<file path="config.mk">
export PLATFORM = sky130hd
export DESIGN_NAME = uart_reg_master
export DESIGN_NICKNAME = d
export VERILOG_FILES = /design/src/rtl/uart_reg_pkg.sv /design/src/rtl/uart_bit_timer.sv /design/src/rtl/uart_reg_master.sv
export SDC_FILE = /design/constraint.sdc
export NUM_CORES = 1
export LEC_CHECK = 0
export ABC_AREA = 1
export CORE_MARGIN = 10
export CORE_UTILIZATION = 50
export CTS_CLUSTER_DIAMETER = 60
export DETAILED_ROUTE_END_ITERATION = 10
export PLACE_DENSITY = 0.69
export SYNTH_ARGS = -nofsm -noshare
export SYNTH_HDL_FRONTEND = slang
export SYNTH_SLANG_ARGS = --single-unit
export TNS_END_PERCENT = 100
</file>
<file path="constraint.sdc">
create_clock -name clk -period 4.3 [get_ports clk]
set_clock_uncertainty 0.15 [all_clocks]
set_input_delay 0.86 -clock clk [delete_from_list [all_inputs] [get_ports clk]]
set_output_delay 0.86 -clock clk [all_outputs]
set_load 0.02 [all_outputs]
</file>
<file path="src/rtl/uart_reg_pkg.sv">
// uart_reg_pkg: shared types and constants for the UART register-access master
package uart_reg_pkg;
    typedef enum logic [2:0] {IDLE, TX_CMD, TX_HI, TX_LO, RX_HI, RX_LO, DONE} state_t;
    localparam int CMD_WRITE_BIT = 7;
    localparam int ADDR_W = 4;
    localparam int DATA_W = 12;
    localparam logic [1:0] ERR_OK = 2'd0;
    localparam logic [1:0] ERR_TIMEOUT = 2'd1;
    localparam logic [1:0] ERR_FRAME = 2'd2;
    // 8N1 frame, transmitted LSB first: start bit in [0], stop bit in [9]
    function automatic logic [9:0] frame(input logic [7:0] b);
        return {1'b1, b, 1'b0};
    endfunction
endpackage

</file>
<file path="src/rtl/uart_bit_timer.sv">
// uart_bit_timer: free-running bit-period down-counter, reloadable for a full or a half bit
module uart_bit_timer #(
    parameter int BIT_CYC = 868
) (
    input  logic clk,
    input  logic reset,
    input  logic load,
    input  logic load_half,
    output logic tick
);
    localparam int W = $clog2(BIT_CYC);
    localparam logic [W-1:0] FULL = W'(BIT_CYC - 1);
    localparam logic [W-1:0] HALF = W'(BIT_CYC / 2 - 1);
    logic [W-1:0] cnt_q, cnt_d;
    // tick lands BIT_CYC (or BIT_CYC/2) cycles after a load, then every BIT_CYC cycles
    always_comb begin
        cnt_d = load_half ? HALF : (load || cnt_q == '0) ? FULL : cnt_q - 1'b1;
        tick = !load && !load_half && cnt_q == '0;
    end
    // counter register
    always_ff @(posedge clk or posedge reset)
        if (reset) cnt_q <= FULL;
        else cnt_q <= cnt_d;
endmodule

</file>
<file path="src/rtl/uart_reg_master.sv">
// uart_reg_master: serialises register requests as 8N1 UART frames and collects read replies
module uart_reg_master
    import uart_reg_pkg::*;
#(
    parameter int CLK_HZ      = 100_000_000,
    parameter int BAUD        = 115_200,
    parameter int TIMEOUT_CYC = 2_000_000
) (
    input  logic              clk,
    input  logic              reset,
    input  logic              req_valid,
    output logic              req_ready,
    input  logic              req_write,
    input  logic [ADDR_W-1:0] req_addr,
    input  logic [DATA_W-1:0] req_wdata,
    output logic              rsp_valid,
    output logic [DATA_W-1:0] rsp_rdata,
    output logic [1:0]        rsp_err,
    output logic              uart_txd,
    input  logic              uart_rxd
);
    localparam int BIT_CYC = CLK_HZ / BAUD;
    localparam int TO_W = $clog2(TIMEOUT_CYC + 1);
    localparam logic [TO_W-1:0] TO_LAST = TO_W'(TIMEOUT_CYC - 1);

    state_t state_q, state_d;
    logic [9:0] tx_sh_q, tx_sh_d;
    logic [3:0] tx_bit_q, tx_bit_d, rx_bit_q, rx_bit_d, rx_hi_q, rx_hi_d;
    logic [7:0] rx_sh_q, rx_sh_d, cmd;
    logic [DATA_W-1:0] wdata_q, wdata_d, rdata_q, rdata_d;
    logic [1:0] err_q, err_d;
    logic [TO_W-1:0] to_q, to_d;
    logic wr_q, wr_d, rx_busy_q, rx_busy_d, rsp_valid_q, rsp_valid_d, req_ready_q, req_ready_d;
    logic rx_s1_q, rx_s2_q, rx_prev_q, rx_fall, rx_in, tx_load, tx_tick, rx_load_half, rx_tick;

    uart_bit_timer #(.BIT_CYC(BIT_CYC)) u_tx_timer (
        .clk(clk), .reset(reset), .load(tx_load), .load_half(1'b0), .tick(tx_tick)
    );
    uart_bit_timer #(.BIT_CYC(BIT_CYC)) u_rx_timer (
        .clk(clk), .reset(reset), .load(1'b0), .load_half(rx_load_half), .tick(rx_tick)
    );

    assign req_ready = req_ready_q;
    assign rsp_valid = rsp_valid_q;
    assign rsp_rdata = rdata_q;
    assign rsp_err = err_q;
    assign uart_txd = tx_sh_q[0];

    // request FSM: transmit cmd/data frames, then for reads hunt for and assemble the reply
    always_comb begin
        state_d = state_q;
        tx_sh_d = tx_sh_q;
        tx_bit_d = tx_bit_q;
        wr_d = wr_q;
        wdata_d = wdata_q;
        rx_busy_d = rx_busy_q;
        rx_bit_d = rx_bit_q;
        rx_sh_d = rx_sh_q;
        rx_hi_d = rx_hi_q;
        to_d = to_q + 1'b1;
        rsp_valid_d = 1'b0;
        rdata_d = rdata_q;
        err_d = err_q;
        tx_load = 1'b0;
        rx_load_half = 1'b0;
        rx_fall = rx_prev_q && !rx_s2_q;
        rx_in = state_q == RX_HI || state_q == RX_LO;
        cmd = {4'h0, req_addr};
        cmd[CMD_WRITE_BIT] = req_write;
        if (state_q == IDLE) begin
            if (req_valid && req_ready_q) begin
                state_d = TX_CMD;
                tx_sh_d = frame(cmd);
                tx_bit_d = '0;
                wr_d = req_write;
                wdata_d = req_wdata;
                tx_load = 1'b1;
            end
        end else if (state_q == DONE) begin
            state_d = IDLE;
        end else if (!rx_in) begin
            if (tx_tick && tx_bit_q != 4'd9) begin
                tx_bit_d = tx_bit_q + 1'b1;
                tx_sh_d = {1'b1, tx_sh_q[9:1]};
            end else if (tx_tick) begin
                tx_bit_d = '0;
                tx_sh_d = '1;
                if (state_q == TX_CMD && wr_q) begin
                    state_d = TX_HI;
                    tx_sh_d = frame({4'h0, wdata_q[11:8]});
                end else if (state_q == TX_HI) begin
                    state_d = TX_LO;
                    tx_sh_d = frame(wdata_q[7:0]);
                end else if (state_q == TX_LO) begin
                    state_d = DONE;
                    rsp_valid_d = 1'b1;
                    err_d = ERR_OK;
                end else begin
                    state_d = RX_HI;
                    rx_busy_d = 1'b0;
                    to_d = '0;
                end
            end
        end else if (to_q == TO_LAST) begin
            state_d = DONE;
            rsp_valid_d = 1'b1;
            err_d = ERR_TIMEOUT;
            rx_busy_d = 1'b0;
        end else if (!rx_busy_q) begin
            if (rx_fall) begin
                rx_load_half = 1'b1;
                rx_busy_d = 1'b1;
                rx_bit_d = '0;
            end
        end else if (rx_tick) begin
            if (rx_bit_q == 4'd0) begin
                // start bit must still be low at mid-bit, otherwise it was a glitch
                rx_busy_d = !rx_s2_q;
                rx_bit_d = 4'd1;
            end else if (rx_bit_q != 4'd9) begin
                rx_sh_d = {rx_s2_q, rx_sh_q[7:1]};
                rx_bit_d = rx_bit_q + 1'b1;
            end else begin
                rx_busy_d = 1'b0;
                if (!rx_s2_q) begin
                    state_d = DONE;
                    rsp_valid_d = 1'b1;
                    err_d = ERR_FRAME;
                end else if (state_q == RX_HI) begin
                    state_d = RX_LO;
                    rx_hi_d = rx_sh_q[3:0];
                end else begin
                    state_d = DONE;
                    rsp_valid_d = 1'b1;
                    err_d = ERR_OK;
                    rdata_d = {rx_hi_q, rx_sh_q};
                end
            end
        end
        req_ready_d = state_d == IDLE;
    end

    // rxd is asynchronous: two-flop synchroniser plus a delayed copy for edge detection
    always_ff @(posedge clk or posedge reset)
        if (reset) {rx_s1_q, rx_s2_q, rx_prev_q} <= 3'b111;
        else {rx_s1_q, rx_s2_q, rx_prev_q} <= {uart_rxd, rx_s1_q, rx_s2_q};

    // state and datapath registers; tx shifter resets to ones so txd idles high at once
    always_ff @(posedge clk or posedge reset)
        if (reset) begin
            state_q <= IDLE;
            tx_sh_q <= '1;
            tx_bit_q <= '0;
            wr_q <= 1'b0;
            wdata_q <= '0;
            rx_busy_q <= 1'b0;
            rx_bit_q <= '0;
            rx_sh_q <= '0;
            rx_hi_q <= '0;
            to_q <= '0;
            rsp_valid_q <= 1'b0;
            rdata_q <= '0;
            err_q <= ERR_OK;
            req_ready_q <= 1'b0;
        end else begin
            state_q <= state_d;
            tx_sh_q <= tx_sh_d;
            tx_bit_q <= tx_bit_d;
            wr_q <= wr_d;
            wdata_q <= wdata_d;
            rx_busy_q <= rx_busy_d;
            rx_bit_q <= rx_bit_d;
            rx_sh_q <= rx_sh_d;
            rx_hi_q <= rx_hi_d;
            to_q <= to_d;
            rsp_valid_q <= rsp_valid_d;
            rdata_q <= rdata_d;
            err_q <= err_d;
            req_ready_q <= req_ready_d;
        end
endmodule

</file>
Word level (Yosys, flattened, before mapping)
Index checks and enable logic that the tools add are counted.
Storage, ports and cells
  memory bits (writable): 0
  input port bits: 21
  memories: 0
  bits in latches: 0
  memory bits (read-only): 0
  bits in registers: 107
  logic and storage cells: 174
  output and inout port bits: 17
Operators by class
  add/subtract/negate cells: 5
  multiplexer cells: 93
  reductions and logical operators: 28
  magnitude comparators: 0
  div/mod/pow operators: 0
  bitwise gates (word level): 6
  equality and inequality tests: 23
  $mul: 0
  shift operators: 0
Operator list (number)
  21-bit 2-to-1 mux: 8
  10-bit 2-to-1 mux: 9
  4-bit 2-to-1 mux: 11
  3-bit 2-to-1 mux: 13
  1-bit 2-to-1 mux: 34
  2-bit 2-to-1 mux: 16
  21-bit by 1-bit adder with 21-bit output, second input constant: 1
  21-bit equality test, second input constant: 1
  10-bit zero test: 2
  10-bit AND reduction: 2
  10-bit by 1-bit subtractor with 10-bit output, second input constant: 2
  9-bit 2-to-1 mux: 2
  7-bit AND reduction: 2
  12-bit AND reduction: 1
  2-bit != test, second input constant: 5
  3-bit equality test, second input constant: 3
  4-bit by 1-bit adder with 4-bit output, second input constant: 2
  4-bit != test, second input constant: 2
  8-bit AND reduction: 1
  3-bit by 2-bit equality test with 1-bit output, second input constant: 2
  1-bit logical AND: 6
  3-bit zero test: 2
  2-bit by 1-bit != test with 1-bit output, second input constant: 3
  3-bit by 1-bit != test with 1-bit output, second input constant: 2
  other kinds (12): 23

Depth between registers and ports, before layout
  word-level depth: 17
  depth in mapped cells: 13
  gate-level depth less buffers: 12

Modules after synthesis
Synthesis repeated with hierarchy kept, for this count alone.
Second synthesis, totals
  cells, all modules: 730
  area, all modules: 5556.6 um2
Modules (own cells, without submodules)
  uart_reg_master: area an instance 4375.4 um2, cells an instance 566, sequential area each 2167.1 um2, times used 1
  uart_bit_timer: area an instance 590.6 um2, cells an instance 82, sequential area each 257.7 um2, times used 2

Worst setup path after synthesis
No wires, ideal clock.
  path type: input-to-reg
  start: input req_valid
  end: register to_q[14]
  data arrival time: 1.887 ns
  cell stages on the path: 11
  required time: 4.030 ns
  path slack: 2.143 ns
  buffers on the path: 1
  cell sequence: nand2_1 -> inv_1 -> nand2_4 -> buf_6 -> nand4_4 -> nor2_1 -> inv_2 -> nor2_2 -> a21oi_1 -> o21ai_0 -> inv_1
Between the ends
  cells in the longest elaborated chain, start to end: 10
RTL lines
  start, declared: line uart_reg_master.sv:11  | input logic req_valid,
  1-bit logical AND *: line uart_reg_master.sv:71  | if (req_valid && req_ready_q) begin
  1-bit 2-to-1 mux *: line uart_reg_master.sv:71
  1-bit 2-to-1 mux *: line uart_reg_master.sv:70  | if (state_q == IDLE) begin
  1-bit zero test *: line uart_bit_timer.sv:18  | tick = !load && !load_half && cnt_q == '0;
  1-bit logical AND *: line uart_bit_timer.sv:18
  21-bit 2-to-1 mux or 1-bit logical AND (tied branches): line uart_reg_master.sv:85, uart_reg_master.sv:82
  21-bit 2-to-1 mux *: line uart_reg_master.sv:82  | if (tx_tick && tx_bit_q != 4'd9) begin
  21-bit 2-to-1 mux *: line uart_reg_master.sv:81  | end else if (!rx_in) begin
  21-bit 2-to-1 mux *: line uart_reg_master.sv:79  | end else if (state_q == DONE) begin
  21-bit 2-to-1 mux *: line uart_reg_master.sv:70
  via to_d[14]: line uart_reg_master.sv:32  | logic [TO_W-1:0] to_q, to_d;
  end signal, assigned: line uart_reg_master.sv:175  | to_q <= to_d;
  end, declared: line uart_reg_master.sv:32
The timed path passes the listed nets; every way through them passes the cells marked *.
A chain may end at the register's enable or synchronous reset.

Worst setup path after layout
  start: register to_q[0]
  end: register rdata_q[0], in the netlist rsp_rdata[0]
Between the ends
  cells in the longest elaborated chain, start to end: 8
RTL lines
  21-bit equality test *: line uart_reg_master.sv:104  | end else if (to_q == TO_LAST) begin
  1-bit 2-to-1 mux: line uart_reg_master.sv:104
  1-bit 2-to-1 mux: line uart_reg_master.sv:81
  1-bit 2-to-1 mux: line uart_reg_master.sv:79
  1-bit 2-to-1 mux: line uart_reg_master.sv:70
  1-bit zero test: line uart_bit_timer.sv:18
  1-bit logical AND: line uart_bit_timer.sv:18
  10-bit AND reduction (no line) *
  end signal, assigned: line uart_reg_master.sv:177  | rdata_q <= rdata_d;
  end, declared: line uart_reg_master.sv:30  | logic [DATA_W-1:0] wdata_q, wdata_d, rdata_q, rdata_d;
Mark *: on every way between the ends. The rest lies on a longest branch, timed or not.

==> report_table.html <==
<table>
<tr><th>Metric</th><th>Value</th></tr>
<tr><th colspan="2">Run status</th></tr>
<tr><td>Status</td><td>completed</td></tr>
<tr><th colspan="2">Power and ir drop</th></tr>
<tr><td>Peak supply drop</td><td>around 0.00038 V</td></tr>
<tr><td>Cell Pwr Density</td><td>~380 nW/um^2</td></tr>
<tr><td>Final Power</td><td>approximately 2.3 mW</td></tr>
<tr><td>Switching power total</td><td>about 0.70 mW</td></tr>
<tr><td>Internal Power</td><td>1.632 mW</td></tr>
<tr><td>Standby leakage power</td><td>a little over 3 nW</td></tr>
<tr><td>Sequential share of power</td><td>0.546</td></tr>
<tr><td>Proportion of power drawn by combinational gates</td><td>0.184</td></tr>
<tr><td>Switching share of total power</td><td>0.3010</td></tr>
<tr><td>Clock power frac</td><td>0.270</td></tr>
<tr><th colspan="2">Logic synthesis</th></tr>
<tr><td>Synthesis Warnings</td><td>0</td></tr>
<tr><td>Synth Area in XOR/XNOR</td><td>0.02836</td></tr>
<tr><td>Syn Area/Cell</td><td>a little over 8 sq um</td></tr>
<tr><td>Count of flip-flops with a built-in enable after synthesis</td><td>0</td></tr>
<tr><td>Netlist area before placement</td><td>5559 sq um</td></tr>
<tr><td>Cell type contributing the most total cell area after synthesis</td><td>sky130_fd_sc_hd__dfrtp_1</td></tr>
<tr><td>Register bit total from synthesis</td><td>approximately 110</td></tr>
<tr><td>Fraction of registers with async set or reset after synthesis</td><td>1.000</td></tr>
<tr><td>Most common library cells after synthesis</td><td>sky130_fd_sc_hd__nand2_1 (184), sky130_fd_sc_hd__inv_1 (99), sky130_fd_sc_hd__dfrtp_1 (82)</td></tr>
<tr><td>Top area cells in the synthesized netlist</td><td>sky130_fd_sc_hd__dfrtp_1 (37%), sky130_fd_sc_hd__nand2_1 (12%), sky130_fd_sc_hd__dfstp_2 (11%)</td></tr>
<tr><td>Number of distinct library cells after synthesis</td><td>42</td></tr>
<tr><td>Area fraction in and, or, nand and nor cells after synthesis</td><td>0.2951</td></tr>
<tr><td>Number of nets produced by synthesis</td><td>713</td></tr>
<tr><td>Cell with the most instances after synthesis</td><td>sky130_fd_sc_hd__nand2_1</td></tr>
<tr><td>Mux cell area share after synthesis</td><td>0</td></tr>
<tr><td>Most frequently used flop master after synthesis</td><td>sky130_fd_sc_hd__dfrtp_1</td></tr>
<tr><td>Compound-Gate Fraction of Synth Area</td><td>0.08395</td></tr>
<tr><td>Cells after synthesis</td><td>about 700</td></tr>
<tr><td>Combinational family with the most area after synthesis</td><td>simple AND/OR/NAND/NOR gates</td></tr>
<tr><td>Sequential share of the synthesized area</td><td>0.4826</td></tr>
<tr><td>Share of Yosys cell area claimed by the top area cell type</td><td>0.3691</td></tr>
<tr><td>Adder-cell share of the synthesized area</td><td>0.01801</td></tr>
<tr><th colspan="2">STA</th></tr>
<tr><td>Count of final max-slew check failures</td><td>0</td></tr>
<tr><td>Final Cycle Share</td><td>0.6860</td></tr>
<tr><td>Final min period</td><td>~2.9 ns</td></tr>
<tr><td>Unrepaired setup endpoints after global routing</td><td>false</td></tr>
<tr><td>Max-Slew Margin vs Limit</td><td>0.3077</td></tr>
<tr><td>Setup_tns</td><td>0 ns</td></tr>
<tr><td>Number of hold violations in the final report</td><td>0</td></tr>
<tr><td>FMAX</td><td>about 340 MHz</td></tr>
<tr><td>Count of final setup violators</td><td>0</td></tr>
<tr><td>Transition time of the tightest slew-check pin</td><td>1.038 ns</td></tr>
<tr><th colspan="2">Clock network</th></tr>
<tr><td>Maximum level of the CTS H-tree</td><td>3</td></tr>
<tr><td>CTS Hold Bufs</td><td>0</td></tr>
<tr><td>Buffer levels on the longest clock path</td><td>2</td></tr>
<tr><td>Clock transition at the registers of the reported paths</td><td>0.10 ns</td></tr>
<tr><td>PostCTS Resize Cnt</td><td>0</td></tr>
<tr><td>Clock buffer count from CTS</td><td>9</td></tr>
<tr><td>Post-CTS setup repair buffer count</td><td>0</td></tr>
<tr><td>Clock insertion delay at the later pin of the skew report</td><td>roughly 0.38 ns</td></tr>
<tr><td>Root buffer cell</td><td>sky130_fd_sc_hd__clkbuf_8</td></tr>
<tr><td>Sink count of the clock tree</td><td>106</td></tr>
<tr><td>TritonCTS clock tree</td><td>yes</td></tr>
<tr><th colspan="2">Critical path</th></tr>
<tr><td>Data arrival time of the critical path</td><td>around 3.1 ns</td></tr>
<tr><td>Data required time at the worst endpoint</td><td>roughly 4.5 ns</td></tr>
<tr><td>Cell with the largest stage delay on the worst path</td><td>sky130_fd_sc_hd__nor2_2</td></tr>
<tr><td>Peak fanout along the critical path</td><td>13</td></tr>
<tr><td>Critical path capture point type</td><td>flop</td></tr>
<tr><td>Count of cells along the worst register-to-register path</td><td>9</td></tr>
<tr><td>Nature of the critical path startpoint</td><td>flop</td></tr>
<tr><td>Series of cell instances along the critical path</td><td>ha_1 &gt; nand3_2 &gt; nor2_1 &gt; nand3_2 &gt; nand3_1 &gt; nand3_1 &gt; nor2_2 &gt; nand2_1 &gt; nand2_1</td></tr>
<tr><td>Maximum single-stage delay on the critical path</td><td>around 0.50 ns</td></tr>
<tr><td>Setup Crit Path Kind</td><td>flop to flop</td></tr>
<tr><th colspan="2">Floorplanning</th></tr>
<tr><td>Floorplan die area</td><td>around 16000 sq um</td></tr>
<tr><td>Effective utilization at floorplan</td><td>0.5128</td></tr>
<tr><td>Core area</td><td>10840 sq um</td></tr>
<tr><td>Die W</td><td>between 100 and 150 um</td></tr>
<tr><td>Chip height</td><td>about 130 um</td></tr>
<tr><td>Top Ports</td><td>38</td></tr>
<tr><td>Standard-cell row count</td><td>38</td></tr>
<tr><th colspan="2">Detailed routing</th></tr>
<tr><td>Via density per instance</td><td>about 5.2</td></tr>
<tr><td>Vias after detailed routing</td><td>between 4000 and 5000</td></tr>
<tr><td>Final ANT Viol Nets</td><td>0</td></tr>
<tr><td>Routed length per instance</td><td>13.19 um</td></tr>
<tr><td>Iteration-0 DRC count of the detailed router</td><td>about 340</td></tr>
<tr><td>Post-detailed-route DRC marker count</td><td>0</td></tr>
<tr><td>Wire length after detailed routing</td><td>11410 um</td></tr>
<tr><td>Initial DRT Pass Iterations</td><td>7</td></tr>
<tr><th colspan="2">Global route</th></tr>
<tr><td>Total global routing track utilization</td><td>0.1466</td></tr>
<tr><td>First-pass GRT wire length</td><td>just under 20000 um</td></tr>
<tr><td>Pin count of the biggest net entering global routing</td><td>86</td></tr>
<tr><td>Sum of overflow across all layers after global routing</td><td>0</td></tr>
<tr><td>Initial antenna violation count</td><td>0</td></tr>
<tr><td>Number of global-route vias before repair</td><td>approximately 4300</td></tr>
<tr><th colspan="2">Place</th></tr>
<tr><td>Buffers on Ports</td><td>37</td></tr>
<tr><td>Routability cong.</td><td>between 0.9 and 1</td></tr>
<tr><td>Detail Placement HPWL</td><td>a little over 8000 um</td></tr>
<tr><th colspan="2">Cells and area</th></tr>
<tr><td>Antenna diode count</td><td>0</td></tr>
<tr><td>Area growth, synth to finish</td><td>11.73%</td></tr>
<tr><td>Number of nets in the final layout</td><td>roughly 750</td></tr>
<tr><td>Layout cells sized above 1</td><td>0.1117</td></tr>
<tr><th colspan="2">Worst hold path</th></tr>
<tr><td>Worst hold path type</td><td>flop to flop</td></tr>
<tr><td>Number of cells on the worst hold path</td><td>0</td></tr>
<tr><th colspan="2">Job</th></tr>
<tr><td>Max cap viols</td><td>0</td></tr>
</table>
[metal layers]
layer,vias up,global-route usage,share of wire,wire [um]
li1,2259,-,-,-
met1,2103,0.1834,0.48,5455
met2,88,0.2406,0.47,5367
met3,10,0.04014,0.041,463
met4,0,0.04472,0.011,121
met5,-,0,0,0
[registers in the layout, indices dropped and copies added, names as in the netlist]
signal,cells
rx_bit_q,4
rsp_valid,1
wr_q,1
rsp_rdata,12
rx_hi_q,4
tx_sh_q,9
rx_busy_q,1
u_rx_timer.cnt_q,10
rx_s1_q,1
rsp_err,2
rx_s2_q,1
state_q,3
rx_sh_q,8
to_q,21
req_ready,1
wdata_q,12
rx_prev_q,1
u_tx_timer.cnt_q,10
tx_bit_q,4
[critical path, delay by kind of cell, from the launching register on]
family,cells,cell delay [ns]
AND/OR/NAND/NOR,8,2.09
flip-flops,1,0.42
adder cells (fa/ha/maj),1,0.24
[placed cells by master, fill, tap and decap left out, drive strengths merged, types with 2 or more instances in the layout]
master / Yosys / routed
nand2: 187 / 187
inv: 103 / 105
dfrtp: 82 / 82
nor2: 62 / 62
o21ai: 61 / 61
nand3: 51 / 51
clkdlybuf4s50: 0 / 37
dfstp: 24 / 24
nand4: 16 / 16
xor2: 15 / 15
nor3: 13 / 13
a21oi: 12 / 12
clkbuf: 3 / 9
ha: 8 / 8
or2: 8 / 8
nor4: 5 / 5
o22ai: 4 / 4
o211ai: 4 / 4
clkinv: 1 / 4
xnor2: 3 / 3
buf: 12 / 3
nor3b: 2 / 2
nand3b: 2 / 2
o221ai: 2 / 2
a22oi: 2 / 2
[per-stage QoR]
step / std cells / hold slack [ns] / setup slack [ns] / instance area [sq um] / util
global placement: 849 / 0.2031 / 1.174 / 6010 / 0.5544
detailed placement: 849 / 0.2058 / 1.083 / 6010 / 0.5544
global route: 865 / 0.2274 / 0.9744 / 6211 / 0.5729
finish: 865 / 0.2185 / 1.350 / 6211 / 0.5729
floorplan: 684 / 0.1952 / 0.5408 / 5559 / -
CTS: 865 / 0.2221 / 1.319 / 6211 / 0.5729
[worst paths after layout]
path                              start      endpoint  slack [ns]
min in group asynchronous         reset    rx_sh_q[6]        0.91
worst min register to register  rx_s1_q       rx_s2_q        0.22
max in group asynchronous         reset  rsp_rdata[7]        2.28
worst max register to register  to_q[0]  rsp_rdata[0]        1.35
worst max-delay path            to_q[0]  rsp_rdata[0]        1.35
worst min-delay path            rx_s1_q       rx_s2_q        0.22
[power by group through the flow]
stage               Clock, mW  Combinational [mW]  Sequential (mW)
floorplan                   0               0.329             1.28
global placement            0               0.419             1.29
detailed placement          0               0.431             1.29
CTS                     0.656               0.434             1.28
global route            0.693               0.494             1.30
finish                  0.630               0.430             1.28
[cell type report]
cell class | count | area (sq um)
Clock buffer | 9 | 123.9
Clock inverter | 7 | 77.57
Fill cell | 992 | 4629
Inverter | 104 | 394.1
Multi-Input combinational cell | 459 | 2365
Sequential cell | 106 | 2683
Tap cell | 140 | 175.2
Timing Repair Buffer | 40 | 392.9
[cells by family after synthesis]
group	count (synthesis)
AO/OA/AOI/OAI	86
XOR/XNOR	18
adder cells (fa/ha/maj)	8
buffers and inverters	119
flip-flops	106
AND/OR/NAND/NOR	347
Power figures use the tool's default switching activity.
